==> src/rtl/splitstreamer_pkg.sv <==
// Shared constants for the I2S->FIFO->SPDIF sample-path sequencer.
package splitstreamer_pkg;

  // Debug-visible state encoding.
  typedef enum logic [2:0] {
    ST_IDLE     = 3'd0,
    ST_SYNC     = 3'd1,
    ST_PRIME    = 3'd2,
    ST_STREAM   = 3'd3,
    ST_UNDERRUN = 3'd4
  } state_e;

  localparam int DEF_PRIME_LEVEL = 8;     // half of a 16-pair FIFO
  localparam int DEF_LOCK_CYCLES = 1024;  // lock qualification window

endpackage

==> src/rtl/sync_edge.sv <==
// 2-FF synchroniser for an asynchronous level, plus rising-edge detect.
module sync_edge (
  input  logic clk,
  input  logic rst_n,
  input  logic i_d,
  output logic o_level,
  output logic o_rise
);

  logic r_s1, r_s2, r_s3;

  // Two metastability stages followed by one history stage for edge detect.
  always_ff @(posedge clk or negedge rst_n) begin
    if (!rst_n) begin
      r_s1 <= 1'b0;
      r_s2 <= 1'b0;
      r_s3 <= 1'b0;
    end else begin
      r_s1 <= i_d;
      r_s2 <= r_s1;
      r_s3 <= r_s2;
    end
  end

  assign o_level = r_s2;
  assign o_rise  = r_s2 & ~r_s3;

endmodule

==> src/rtl/stream_sequencer.sv <==
// Sequencer for the I2S->FIFO->SPDIF path: lock qualification, frame
// alignment, FIFO priming, strobe generation and underrun recovery.
module stream_sequencer
  import splitstreamer_pkg::*;
#(
  parameter int LEVEL_W     = 5,
  parameter int PRIME_LEVEL = DEF_PRIME_LEVEL,
  parameter int LOCK_CYCLES = DEF_LOCK_CYCLES,
  parameter int CNT_W       = 8
) (
  input  logic               clk,
  input  logic               rst_n,
  input  logic               pll_lock,
  input  logic               fclk,
  input  logic               frame_req,
  input  logic [LEVEL_W-1:0] fifo_level,
  input  logic               fifo_full,
  input  logic               fifo_empty,
  output logic               write_en,
  output logic               read_en,
  output logic               validity,
  output logic               mute,
  output logic               dp_rst,
  output logic               red,
  output logic [CNT_W-1:0]   underrun_cnt,
  output logic [CNT_W-1:0]   overrun_cnt,
  output logic [2:0]         state
);

  localparam int                 LOCK_W    = (LOCK_CYCLES > 1) ? $clog2(LOCK_CYCLES) : 1;
  localparam logic [LOCK_W-1:0]  LOCK_LAST = LOCK_W'(LOCK_CYCLES - 1);
  localparam logic [LEVEL_W-1:0] PRIME_LV  = LEVEL_W'(PRIME_LEVEL);

  logic w_lock, w_lock_rise_unused, w_fclk_level_unused, w_fclk_rise;

  sync_edge u_lock_sync (
    .clk    (clk),
    .rst_n  (rst_n),
    .i_d    (pll_lock),
    .o_level(w_lock),
    .o_rise (w_lock_rise_unused)
  );

  sync_edge u_fclk_sync (
    .clk    (clk),
    .rst_n  (rst_n),
    .i_d    (fclk),
    .o_level(w_fclk_level_unused),
    .o_rise (w_fclk_rise)
  );

  state_e            r_state, w_nxt;
  logic [LOCK_W-1:0] r_lock_cnt;
  logic              w_wr, w_rd, w_ovr, w_und;
  logic              r_wr, r_rd, r_val, r_mute, r_dp_rst, r_red;
  logic [CNT_W-1:0]  r_und_cnt, r_ovr_cnt;

  // Count consecutive synced-lock cycles while waiting in IDLE.
  always_ff @(posedge clk or negedge rst_n) begin
    if (!rst_n)                             r_lock_cnt <= '0;
    else if (!w_lock || r_state != ST_IDLE) r_lock_cnt <= '0;
    else if (r_lock_cnt != LOCK_LAST)       r_lock_cnt <= r_lock_cnt + 1'b1;
  end

  // Next state and strobe requests; lock loss overrides everything.
  always_comb begin
    w_nxt = r_state;
    w_wr  = 1'b0;
    w_rd  = 1'b0;
    w_ovr = 1'b0;
    w_und = 1'b0;
    case (r_state)
      ST_IDLE:     if (r_lock_cnt == LOCK_LAST) w_nxt = ST_SYNC;
      // The first rise only marks a frame boundary; its frame was partial.
      ST_SYNC:     if (w_fclk_rise) w_nxt = ST_PRIME;
      ST_PRIME: begin
        w_wr = w_fclk_rise & ~fifo_full;
        if (fifo_level >= PRIME_LV) w_nxt = ST_STREAM;
      end
      ST_STREAM: begin
        w_wr  = w_fclk_rise & ~fifo_full;
        w_ovr = w_fclk_rise &  fifo_full;
        if (frame_req) begin
          if (fifo_empty) begin
            w_und = 1'b1;
            w_nxt = ST_UNDERRUN;
          end else begin
            w_rd = 1'b1;
          end
        end
      end
      // FIFO contents are kept; refill to the prime level before reading.
      ST_UNDERRUN: w_nxt = ST_PRIME;
      default:     w_nxt = ST_IDLE;
    endcase
    if (!w_lock) begin
      w_nxt = ST_IDLE;
      w_wr  = 1'b0;
      w_rd  = 1'b0;
      w_ovr = 1'b0;
      w_und = 1'b0;
    end
  end

  // State, registered state-decoded outputs, strobes and saturating counters.
  always_ff @(posedge clk or negedge rst_n) begin
    if (!rst_n) begin
      r_state   <= ST_IDLE;
      r_dp_rst  <= 1'b1;
      r_mute    <= 1'b1;
      r_red     <= 1'b1;
      r_val     <= 1'b0;
      r_wr      <= 1'b0;
      r_rd      <= 1'b0;
      r_und_cnt <= '0;
      r_ovr_cnt <= '0;
    end else begin
      r_state  <= w_nxt;
      r_dp_rst <= (w_nxt == ST_IDLE);
      r_mute   <= (w_nxt != ST_STREAM);
      r_red    <= (w_nxt != ST_STREAM);
      r_val    <= (w_nxt == ST_STREAM);
      r_wr     <= w_wr;
      r_rd     <= w_rd;
      if (w_und && r_und_cnt != {CNT_W{1'b1}}) r_und_cnt <= r_und_cnt + 1'b1;
      if (w_ovr && r_ovr_cnt != {CNT_W{1'b1}}) r_ovr_cnt <= r_ovr_cnt + 1'b1;
    end
  end

  assign write_en     = r_wr;
  assign read_en      = r_rd;
  assign validity     = r_val;
  assign mute         = r_mute;
  assign dp_rst       = r_dp_rst;
  assign red          = r_red;
  assign underrun_cnt = r_und_cnt;
  assign overrun_cnt  = r_ovr_cnt;
  assign state        = r_state;

endmodule

==> config.mk <==
export PLATFORM = sky130hd
export DESIGN_NAME = stream_sequencer
export DESIGN_NICKNAME = d
export VERILOG_FILES = /design/src/rtl/splitstreamer_pkg.sv /design/src/rtl/sync_edge.sv /design/src/rtl/stream_sequencer.sv
export SDC_FILE = /design/constraint.sdc
export NUM_CORES = 1
export LEC_CHECK = 0
export BUFFER_PORTS_ARGS = -buffer_cell sky130_fd_sc_hd__clkbuf_2
export CORE_MARGIN = 10
export CORE_UTILIZATION = 25
export DETAILED_ROUTE_END_ITERATION = 6
export PLACE_DENSITY = 0.41
export SYNTH_ARGS = -nofsm -noshare
export SYNTH_HDL_FRONTEND = slang
export SYNTH_SLANG_ARGS = --single-unit
==> constraint.sdc <==
create_clock -name clk -period 4.56 [get_ports clk]
set_clock_uncertainty 0.2 [all_clocks]
set_input_delay 0.228 -clock clk [delete_from_list [all_inputs] [get_ports clk]]
set_output_delay 0.228 -clock clk [all_outputs]
set_load 0.1 [all_outputs]
After elaboration in Yosys (flattened, before gate mapping)
Cells that the tools add are included.
{"block": "word_totals", "in_bits": 12, "output_inout_bits": 25, "reg_bits": 39}
{"block": "classes", "n_eq_ne": 10, "magnitude_cmp": 1, "addsub": 3, "n_reduce_logical": 9, "muxes": 21, "n_bitwise": 5}
{"operator": "10-bit 2-to-1 mux", "n": 2}
{"operator": "3-bit 2-to-1 mux", "n": 6}
{"operator": "8-bit by 1-bit adder with 8-bit output, second input constant", "n": 2}
{"operator": "8-bit inequality test, second input constant", "n": 2}
{"operator": "3-bit one-hot mux with 5 select lines", "n": 1}
{"operator": "1-bit 2-to-1 mux", "n": 12}
{"operator": "10-bit by 1-bit adder with 10-bit output, second input constant", "n": 1}
{"operator": "10-bit equality test, second input constant", "n": 1}
{"operator": "10-bit inequality test, second input constant", "n": 1}
{"operator": "3-bit by 2-bit equality test with 1-bit output, second input constant", "n": 3}
{"operator": "3-bit zero test", "n": 2}
{"operator": "5-bit by 4-bit greater-or-equal comparator with 1-bit output, second input constant", "n": 1}
{"operator": "1-bit bitwise AND", "n": 3}
{"operator": "3-bit by 1-bit equality test with 1-bit output, second input constant", "n": 1}
{"operator": "3-bit equality test, second input constant", "n": 1}
{"operator": "3-bit by 2-bit inequality test with 1-bit output, second input constant", "n": 1}
{"operator": "3-bit nonzero test", "n": 1}
{"operator": "1-bit logical AND", "n": 2}
{"operator": "1-bit NOT", "n": 2}
{"operator": "2-bit nonzero test", "n": 1}
{"operator": "2-bit OR reduction", "n": 1}
{"operator": "1-bit zero test", "n": 1}
{"operator": "1-bit logical OR", "n": 1}

Depth between registers and ports, before layout
Gate-level depths: netlist of run 1.
{"block": "depth", "ltp_word": 6, "mapped_depth": 6, "mapped_depth_nobuf": 5}

Modules after synthesis
A second synthesis of run 1 with hierarchy kept.
{"block": "unflattened", "cells_unflattened": 163, "area_unflattened_um2": 1896.8}
{"mod": "stream_sequencer", "n_inst": 1, "cells_per_inst": 155, "area_each_um2": 1719.1}
{"mod": "sync_edge", "n_inst": 2, "cells_per_inst": 4, "area_each_um2": 88.8}

Least setup slack after synthesis of run 1
OpenSTA, ideal clock, no wires.
{"block": "synth_path", "kind": "flip-flop to flip-flop", "start": "register r_und_cnt[0] (netlist: underrun_cnt[0])", "end": "register r_und_cnt[1] (netlist: underrun_cnt[1])", "required_ps": 4234, "period_less_slack_ps": 2469, "slack_ps": 2091, "path_buffers": 0, "stages_incl_launch_ff": 5, "arrival_ps": 2143, "path_cell_list": "dfrtp_1 -> ha_1 -> nand4_1 -> o211ai_1 -> mux2_2"}
{"block": "synth_between", "elab_chain_len": 2, "word_cells_on_any_way": 3}
{"element": "start: declaration", "line": "stream_sequencer.sv:56", "source": "logic [CNT_W-1:0] r_und_cnt, r_ovr_cnt;"}
{"element": "start signal: assignment", "line": "stream_sequencer.sv:125", "source": "if (w_und && r_und_cnt != {CNT_W{1'b1}}) r_und_cnt <= r_und_cnt + 1'b1;"}
{"element": "branches (longest 2 deep; another with 8-bit by 1-bit adder with 8-bit output)"}
Several ways; the timed one is not identified.
A chain may end at the register's enable or synchronous reset.

Worst setup path in the final report of run 1
Ends and elaborated chain as after synthesis.

==> qor.log, run 1 <==
qor: clock_network.ctsLongestPathBuffers 2
qor: floorplan.start_util 26.1%
qor: clock_network.clock_network_latency_to_the_later_pin_of_the_worst_skew_pair 0.29 ns
qor: power.ir_worst_vdd 0.000134 V
qor: global_routing.grt.busiest_layer met2
qor: synthesis.netlist_area_before_placement 0.00179 sq mm
qor: critical_path.endpoint_kind flop
qor: global_routing.grt_start_max_net_pins 40
qor: timing.final_min_period_over_clock_period 43.5%
qor: floorplan.core.rowCount 30
qor: global_routing.antenna_found_initial 0
qor: synthesis.synth.net_count 177
qor: cells_and_area.final_common_cell sky130_fd_sc_hd__dfrtp_1
qor: power.power-per-cell-area 288 mW/mm^2
qor: critical_path.timing.critical_path.depth 4
qor: critical_path.cp_data_required_time 4.54 ns
qor: critical_path.worst_path_largest_cell_delay 0.51 ns
qor: power.power.static_leakage 1.04 nW
qor: floorplan.floorplan.core_area 0.00687 sq mm
qor: critical_path.start_kind flop
qor: synthesis.ys.warnings.count 0
qor: synthesis.postSynthRegisterBits 39
qor: global_routing.grt_pass1_vias 1431
qor: clock_network.cts_tree yes
qor: placement.post-place-cells 287
qor: synthesis.yosys_most_used_dff sky130_fd_sc_hd__dfrtp_1
qor: cells_and_area.diodes 0
qor: detailed_routing.final_antenna_net_count 0
qor: timing.max_slew.worst_pin.slew 1.01 ns
qor: detailed_routing.detailedRoute.firstPassIterationCount 4
qor: critical_path.crit_arrival 1.96 ns
qor: critical_path.critical_path.cell_chain ha_1, nand4_1, o211ai_1, mux2_2
qor: critical_path.number_of_cell_instances_on_the_worst_register_to_register_path 4
qor: timing.worst_slew_margin_rel 32.7%
qor: clock_network.clock_sinks 39
qor: status.run_status complete, no violations
qor: critical_path.cp_max_fo 6
qor: detailed_routing.via_count 1355
qor: critical_path.critical_path.top_delay_family compound AO/OA/AOI/OAI gates
qor: global_routing.groute.layer.met1.usage 10.2%
qor: global_routing.grt_remaining_overflow 0
qor: floorplan.die_ht 105 um
qor: detailed_routing.detail_route.vias_per_cell 4.50
qor: timing.maxClockFrequency 0.505 GHz
qor: cells_and_area.syn2layout_area_growth 23.7%
qor: global_routing.grt_first_pass_wirelength 7000 um
qor: synthesis.synthDistinctLibCells 41
qor: worst_hold_path.hold_class reg -> reg
qor: placement.place.port_buffers 33
qor: flow_run.max-cap-violations 0
qor: critical_path.reg2reg_setup_slack 2.58 ns
qor: detailed_routing.routed_wire_length_per_instance 13.5 um
qor: clock_network.cts_setup_buffers 0
qor: global_routing.global_route.usage.total 7.70%
qor: timing.count_of_endpoints_failing_setup_in_the_final_report 0
qor: global_routing.met2_track_demand_over_resource 11.1%
qor: placement.place_hpwl 2940 um
qor: floorplan.boundaryPins 37
qor: detailed_routing.wirelength 4050 um
qor: critical_path.cpMaxStageDelayCell sky130_fd_sc_hd__o211ai_1
qor: cells_and_area.most-common-layout-cells 37 x sky130_fd_sc_hd__dfrtp_1, 33 x sky130_fd_sc_hd__clkbuf_2, 14 x sky130_fd_sc_hd__nor2_1
qor: timing.grt_setup_unrepaired false
qor: cells_and_area.layout.nets 219
qor: timing.layout_min_cycle_time 1.98 ns
qor: cells_and_area.layout.cells.non_filler 301
qor: critical_path.critical_path_class reg -> reg
qor: clock_network.cts-buffers-inserted 5
qor: placement.place.gp.congestion 0.750
qor: timing.final-max-slew-violation-count 0
qor: timing.setup-tns-final 0 ns
qor: detailed_routing.drc_errors 0
qor: cells_and_area.final_layout_size_suffix_gt1_share 25.4%
qor: detailed_routing.drt_iter0_drc 32
qor: worst_hold_path.hold-path-cell-count 0
qor: clock_network.ctsHtreeMaxLevel 2
qor: clock_network.clk_pin_slew_worst_paths 0.08 ns
qor: critical_path.worst-path-buf-inv 0
qor: synthesis.synth-edff-count 0
qor: floorplan.die-width 105 um
qor: clock_network.cts.root.buffer_cell sky130_fd_sc_hd__clkbuf_8
qor: cells_and_area.final_core_utilization 32.3%
qor: cells_and_area.fill_cells 721
qor: synthesis.post_synth_inst_count 162
qor: clock_network.cts_resized 0
qor: synthesis.ys_seq_area_share 54.6%
qor: timing.final_hold_viol_count 0
qor: clock_network.cts_hold_buffers 6
qor: global_routing.groute.layer.met3.usage 2.83%
qor: floorplan.dieArea 0.0110 sq mm
qor: synthesis.async_reset_ff_share 100%
qor: synthesis.synthesis.area_per_instance 11.1 sq um
[registers in the layout, indices dropped and copies added, names as in the netlist]
register	cells
red	1
u_lock_sync.r_s1	1
underrun_cnt	8
dp_rst	1
write_en	1
overrun_cnt	8
read_en	1
r_lock_cnt	10
validity	1
state	3
u_fclk_sync.r_s1	1
u_lock_sync.o_level	1
u_fclk_sync.r_s3	1
u_fclk_sync.o_level	1
[final timing paths]
path / startpoint / end
worst max register to register: underrun_cnt[0]$_DFFE_PN0P_ / underrun_cnt[1]$_DFFE_PN0P_
max in group asynchronous: rst_n / r_lock_cnt[0]$_DFFE_PN0P_
min in group asynchronous: rst_n / overrun_cnt[7]$_DFFE_PN0P_
worst min-delay path: u_lock_sync.r_s1$_DFF_PN0_ / u_lock_sync.o_level$_DFF_PN0_
worst min register to register: u_lock_sync.r_s1$_DFF_PN0_ / u_lock_sync.o_level$_DFF_PN0_
worst max-delay path: underrun_cnt[0]$_DFFE_PN0P_ / underrun_cnt[1]$_DFFE_PN0P_
[power by group]
| group | total, W | internal, W | switching [W] |
|---|---|---|---|
| combinational | 0.0000228 | 0.00000879 | 0.0000140 |
| clock | 0.000262 | 0.000138 | 0.000124 |
| sequential | 0.000354 | 0.000350 | 0.00000374 |
[cells in the mapped netlist, drive strengths merged, types with 3 or more instances]
cell / instances / share of area, %
a21oi: 4 / 1.1
a31oi: 3 / 1.0
and4: 3 / 1.5
buf: 3 / 1.1
dfrtp: 37 / 52
ha: 3 / 2.1
inv: 4 / 0.84
nand2: 9 / 1.9
nand2b: 5 / 1.7
nand3: 10 / 2.8
nand4: 8 / 2.8
nor2: 14 / 2.9
nor3: 9 / 2.5
o21ai: 3 / 0.84
xnor2: 7 / 3.4
xor2: 10 / 4.9
[cell type report]
cell class / count / area [sq um] / area share (%)
clock buffer: 7 / 96.3 / 4.34
inverter: 4 / 15.0 / 0.677
timing repair buffer: 39 / 225 / 10.2
sequential: 39 / 978 / 44.1
multi-input combinational: 115 / 776 / 35.0
clock inverter: 1 / 7.51 / 0.338
tap: 96 / 120 / 5.41
[per-layer routing]
layer | vias up | part of all wire, %
li1 | 659 | -
met1 | 660 | 50
met4 | 0 | 1.3
met5 | - | 0
met3 | 4 | 5.9
met2 | 32 | 42
[kinds of logic (layout without fill, tap and decap cells)]
kind of cell / after synthesis / after routing / share of synthesized area [%]
simple gates: 73 / 73 / 22.9
flops: 39 / 39 / 54.6
compound gates: 18 / 18 / 7.61
xor+xnor: 17 / 17 / 8.30
buf+inv: 8 / 51 / 2.16
mux: 4 / 4 / 2.37
fa+ha+maj: 3 / 3 / 2.09
[stage by stage]
step           power (W)  instance area, sq um  setup slack (ns)  hold WS, ns
2_1_floorplan   0.000367                  1790              2.09       -0.268
3_3_place_gp    0.000381                  2050              2.62        0.137
3_5_place_dp    0.000381                  2050              2.60        0.135
4_1_cts         0.000654                  2220              2.58        0.155
5_1_grt         0.000673                  2220              2.45        0.166
6_report        0.000638                  2220              2.58        0.152
Note: power is estimated with default switching activity, not from simulation.
==> run 2: changes to the inputs <==
--- a/config.mk
+++ b/config.mk
@@ -9,7 +9,7 @@
 export CORE_MARGIN = 10
 export CORE_UTILIZATION = 25
 export DETAILED_ROUTE_END_ITERATION = 6
-export PLACE_DENSITY = 0.41
+export PLACE_DENSITY = 0.42
 export SYNTH_ARGS = -nofsm -noshare
 export SYNTH_HDL_FRONTEND = slang
 export SYNTH_SLANG_ARGS = --single-unit
==> constraint.sdc (replaced) <==
create_clock -name clk -period 1.8 [get_ports clk]
set_clock_uncertainty 0.2 [all_clocks]
set_input_delay 0.09 -clock clk [delete_from_list [all_inputs] [get_ports clk]]
set_output_delay 0.09 -clock clk [all_outputs]
set_load 0.1 [all_outputs]
==> qor.log, run 2 (synthesis results as in run 1) <==
qor: timing.worst_slew_margin_rel 63.3%
qor: cells_and_area.syn2layout_area_growth 33.6%
qor: placement.preCtsSetupSlack 0.0441 ns
qor: critical_path.critical_path_class reg -> reg
qor: power.ir_worst_vdd 0.000256 V
qor: clock_network.clk_pin_slew_worst_paths 0.08 ns
qor: critical_path.cp_max_fo 5
qor: cells_and_area.most-common-layout-cells 33 x sky130_fd_sc_hd__clkbuf_2, 18 x sky130_fd_sc_hd__dfrtp_1, 14 x sky130_fd_sc_hd__nor2_1
qor: floorplan.boundaryPins 37
qor: global_routing.grt_pass1_vias 1381
qor: timing.final_min_period_over_clock_period 95.3%
qor: detailed_routing.drc_errors 0
qor: placement.placedInstanceArea 0.00224 sq mm
qor: critical_path.start_kind flop
qor: placement.place_hpwl 3180 um
qor: timing.max_slew.worst_pin.slew 0.553 ns
qor: detailed_routing.via_count 1360
qor: cells_and_area.max_reg_flops 10
qor: critical_path.crit_arrival 1.71 ns
qor: cells_and_area.fill_cells 704
qor: detailed_routing.detailedRoute.firstPassIterationCount 4
qor: clock_network.clock_network_latency_to_the_later_pin_of_the_worst_skew_pair 0.29 ns
qor: clock_network.cts_tree yes
qor: clock_network.cts-buffers-inserted 5
qor: clock_network.cts.root.buffer_cell sky130_fd_sc_hd__clkbuf_8
qor: clock_network.clock_sinks 39
qor: placement.place.gp.congestion 0.736
qor: critical_path.endpoint_kind flop
qor: detailed_routing.drt_iter0_drc 50
qor: cells_and_area.regArea 0.00103 sq mm
qor: floorplan.start_util 26.1%
qor: cells_and_area.final_layout_size_suffix_gt1_share 40.9%
qor: global_routing.grt_remaining_overflow 0
qor: power.power-per-cell-area 650 mW/mm^2
qor: cells_and_area.diodes 0
qor: detailed_routing.detail_route.vias_per_cell 4.37
qor: floorplan.die-width 105 um
qor: placement.place.port_buffers 33
qor: cells_and_area.postLayoutCellArea 0.00239 sq mm
qor: floorplan.floorplan.core_area 0.00687 sq mm
qor: power.finalPower 0.00156 W
qor: global_routing.global_route.usage.total 7.73%
qor: global_routing.grt_start_max_net_pins 27
qor: status.run_status complete, no violations
qor: global_routing.antenna_found_initial 0
qor: timing.layout_min_cycle_time 1.72 ns
qor: cells_and_area.final_common_cell sky130_fd_sc_hd__clkbuf_2
qor: timing.setup-tns-final 0 ns
qor: critical_path.cp_data_required_time 1.79 ns
qor: global_routing.grt_first_pass_wirelength 7070 um
qor: cells_and_area.layout.nets 229
qor: cells_and_area.top_register r_lock_cnt
qor: clock_network.ctsLongestPathBuffers 2
qor: detailed_routing.wirelength 4200 um
qor: worst_hold_path.hold_class in -> async
qor: timing.fin_ws 0.0842 ns
qor: floorplan.die_ht 105 um
qor: detailed_routing.final_antenna_net_count 0
qor: timing.final-max-slew-violation-count 0
qor: timing.maxClockFrequency 0.583 GHz
qor: timing.count_of_endpoints_failing_setup_in_the_final_report 0
qor: floorplan.core.rowCount 30
qor: power.power.static_leakage 1.05 nW
qor: cells_and_area.multi_input_comb_area 836 sq um
qor: timing.final_hold_viol_count 0
qor: detailed_routing.routed_wire_length_per_instance 13.5 um
qor: floorplan.dieArea 0.0110 sq mm
qor: clock_network.ctsHtreeMaxLevel 2
qor: flow_run.max-cap-violations 0
run 2: final cells by class:
| cell class | count | area share [%] |
|---|---|---|
| multi-input combinational | 115 | 34.9 |
| sequential | 39 | 42.9 |
| inverter | 4 | 0.627 |
| tap | 96 | 5.02 |
| clock buffer | 5 | 2.87 |
| clock inverter | 3 | 0.627 |
| timing repair buffer | 49 | 13.1 |
run 2: what timing repair did:
| action | in CTS | in global routing |
|---|---|---|
| setup buffers | 0 | 0 |
| hold endpoints to repair | 42 | 0 |
| resized for setup | 0 | 3 |
| hold buffers | 6 | 0 |
| setup endpoints to repair | 0 | 6 |
run 2: per-stage QoR:
step	cells	utilization [%]	hold slack [ns]
CTS	311	34.7	0.0545
floorplan	162	-	-0.406
global route	311	34.9	0.0854
detailed placement	297	32.6	-0.161
finish	311	34.9	0.0449
global placement	297	32.6	-0.171
run 2: path summary, 6_finish.rpt:
check / endpoint / slack, ns / cells after the start / start
max: red$_DFF_PN1_ / 0.08 / 5 / r_lock_cnt[0]$_DFFE_PN0P_
min: overrun_cnt[3]$_DFFE_PN0P_ / 0.04 / 2 / rst_n
max reg2reg: red$_DFF_PN1_ / 0.08 / 5 / r_lock_cnt[0]$_DFFE_PN0P_
min reg2reg: u_lock_sync.o_level$_DFF_PN0_ / 0.14 / 0 / u_lock_sync.r_s1$_DFF_PN0_
max in group asynchronous: dp_rst$_DFF_PN1_ / 0.82 / 3 / rst_n
min in group clk: u_lock_sync.o_level$_DFF_PN0_ / 0.14 / 0 / u_lock_sync.r_s1$_DFF_PN0_
run 2: metal layers:
metal  vias to the layer above  GRT usage, %  routed length [um]  share of wire [%]
li1                        678             -                   -                  -
met1                       652          10.6                2180                 52
met2                        28          10.7                1740                 41
met3                         2          2.83                 257                6.1
met4                         0          2.94                  22               0.52
met5                         -             0                   0                  0
run 2: report_power, final:
part / internal, W / switching (W)
registers: 0.000886 / 0.00000578
logic: 0.0000384 / 0.0000431
clock network: 0.000266 / 0.000317
run 2: worst max-delay path, cell delays in order (launching register included):
cell                      delay (ns)
sky130_fd_sc_hd__dfrtp_1        0.36
sky130_fd_sc_hd__ha_1           0.17
sky130_fd_sc_hd__and4_1         0.31
sky130_fd_sc_hd__nand4_1        0.15
sky130_fd_sc_hd__a21oi_2        0.28
sky130_fd_sc_hd__o21ai_0        0.16
==> run 3: changes to the inputs <==
--- a/config.mk
+++ b/config.mk
@@ -10,6 +10,7 @@
 export CORE_UTILIZATION = 25
 export DETAILED_ROUTE_END_ITERATION = 6
 export PLACE_DENSITY = 0.42
+export RECOVER_POWER = 25
 export SYNTH_ARGS = -nofsm -noshare
 export SYNTH_HDL_FRONTEND = slang
 export SYNTH_SLANG_ARGS = --single-unit
==> qor.log, run 3 (synthesis results as in run 1) <==
qor: status.run_status complete, no violations
qor: timing.final_min_period_over_clock_period 95.2%
qor: critical_path.worst_path_largest_cell_delay 0.36 ns
qor: timing.final-max-slew-violation-count 0
qor: global_routing.grt_pass1_vias 1381
qor: critical_path.cp_max_fo 5
qor: placement.post-place-cells 297
qor: power.power.static_leakage 1.05 nW
qor: clock_network.clk_pin_slew_worst_paths 0.08 ns
qor: cells_and_area.layout.cells.non_filler 311
qor: clock_network.cts_tree yes
qor: placement.preCtsSetupSlack 0.0441 ns
qor: timing.layout_min_cycle_time 1.71 ns
qor: detailed_routing.final_antenna_net_count 0
qor: cells_and_area.final_common_cell sky130_fd_sc_hd__clkbuf_2
qor: timing.maxClockFrequency 0.583 GHz
qor: floorplan.core.rowCount 30
qor: clock_network.cts-buffers-inserted 5
qor: cells_and_area.diodes 0
qor: detailed_routing.routed_wire_length_per_instance 13.5 um
qor: global_routing.grt_first_pass_wirelength 7070 um
qor: cells_and_area.top_register r_lock_cnt
qor: power.ir_worst_vdd 0.000256 V
qor: flow_run.max-cap-violations 0
qor: global_routing.grt_remaining_overflow 0
qor: timing.max_slew.worst_pin.slew 0.758 ns
qor: timing.worst_slew_margin_rel 49.4%
qor: placement.placedInstanceArea 0.00224 sq mm
qor: critical_path.critical_path.cell_chain ha_1, and4_1, nand4_1, a21oi_2, o21ai_0
qor: critical_path.cpMaxStageDelayCell sky130_fd_sc_hd__dfrtp_1
qor: timing.count_of_endpoints_failing_setup_in_the_final_report 0
qor: detailed_routing.wirelength 4190 um
qor: global_routing.global_route.usage.total 7.73%
qor: floorplan.boundaryPins 37
qor: detailed_routing.drc_errors 0
qor: power.power-per-cell-area 652 mW/mm^2
qor: floorplan.die-width 105 um
qor: detailed_routing.detailedRoute.firstPassIterationCount 4
qor: detailed_routing.drt_iter0_drc 54
qor: critical_path.crit_arrival 1.71 ns
qor: detailed_routing.via_count 1358
qor: floorplan.start_util 26.1%
qor: critical_path.endpoint_kind flop
qor: cells_and_area.postLayoutCellArea 0.00238 sq mm
qor: timing.final_hold_viol_count 0
qor: timing.fin_ws 0.0856 ns
qor: cells_and_area.most-common-layout-cells 32 x sky130_fd_sc_hd__clkbuf_2, 18 x sky130_fd_sc_hd__dfrtp_1, 14 x sky130_fd_sc_hd__nor2_1
qor: critical_path.start_kind flop
qor: global_routing.grt_start_max_net_pins 27
qor: cells_and_area.syn2layout_area_growth 32.8%
qor: floorplan.dieArea 0.0110 sq mm
qor: global_routing.antenna_found_initial 0
qor: cells_and_area.final_layout_size_suffix_gt1_share 40.5%
qor: placement.place_hpwl 3180 um
qor: critical_path.cp_data_required_time 1.79 ns
qor: placement.place.port_buffers 33
qor: placement.place.gp.congestion 0.736
qor: floorplan.die_ht 105 um
qor: clock_network.clock_sinks 39
qor: critical_path.critical_path_class reg -> reg
qor: clock_network.cts.root.buffer_cell sky130_fd_sc_hd__clkbuf_8
qor: cells_and_area.max_reg_flops 10
qor: floorplan.floorplan.core_area 0.00687 sq mm
qor: power.finalPower 0.00155 W
qor: clock_network.ctsHtreeMaxLevel 2
qor: detailed_routing.detail_route.vias_per_cell 4.37
qor: worst_hold_path.hold_class reg -> reg
qor: clock_network.ctsLongestPathBuffers 2
qor: cells_and_area.layout.nets 229
qor: clock_network.clock_network_latency_to_the_later_pin_of_the_worst_skew_pair 0.29 ns
==> run 3: timing repair <==
item	4_1_cts	5_1_grt
buffers inserted	0	0
setup endpoints to repair	0	6
endpoints found under the hold margin	42	0
hold buffers	6	0
resized for setup	0	3
==> run 3: stage by stage <==
stage                     util (%)  TNS [ns]  hold WS (ns)
after floorplan                  -    -0.546        -0.406
after global placement        32.6         0        -0.171
after detailed placement      32.6         0        -0.161
after CTS                     34.7         0        0.0545
after global routing          34.7   -0.0144         0.144
final                         34.7         0         0.143
==> run 3: routing by layer <==
layer | vias up | part of all wire [%] | global-route usage (%)
met4 | 0 | 0.53 | 2.94
met2 | 30 | 41 | 10.7
met5 | - | 0 | 0
met3 | 2 | 6.2 | 2.83
li1 | 678 | - | -
met1 | 648 | 52 | 10.6
==> run 3: final timing paths <==
kind,from,end,slack [ns],cells past startpoint
max,r_lock_cnt[0]$_DFFE_PN0P_,red$_DFF_PN1_,0.09,5
min reg2reg,u_lock_sync.r_s1$_DFF_PN0_,u_lock_sync.o_level$_DFF_PN0_,0.14,0
min in group asynchronous,rst_n,overrun_cnt[3]$_DFFE_PN0P_,0.18,2
max reg2reg,r_lock_cnt[0]$_DFFE_PN0P_,red$_DFF_PN1_,0.09,5
max in group asynchronous,rst_n,dp_rst$_DFF_PN1_,0.27,3
min,u_lock_sync.r_s1$_DFF_PN0_,u_lock_sync.o_level$_DFF_PN0_,0.14,0
==> run 3: report_power, final <==
part | switching (W) | internal (W)
registers | 0.00000575 | 0.000886
clock network | 0.000317 | 0.000266
logic | 0.0000423 | 0.0000350
==> run 3: final cells by class <==
cell class              instances  area, sq um
fillers                       705         4490
flip-flops and latches         39         1030
multi-input cells             115          836
repair buffers                 49          299
well taps                      96          120
clock buffers                   5         68.8
clock inverters                 3         15.0
inverters                       4         15.0
==> run 3: critical path, delay by kind of cell (launching register included) <==
kind / cells / cell delay, ns
compound gates: 2 / 0.44
simple gates: 2 / 0.46
fa+ha+maj: 1 / 0.17
flops: 1 / 0.36
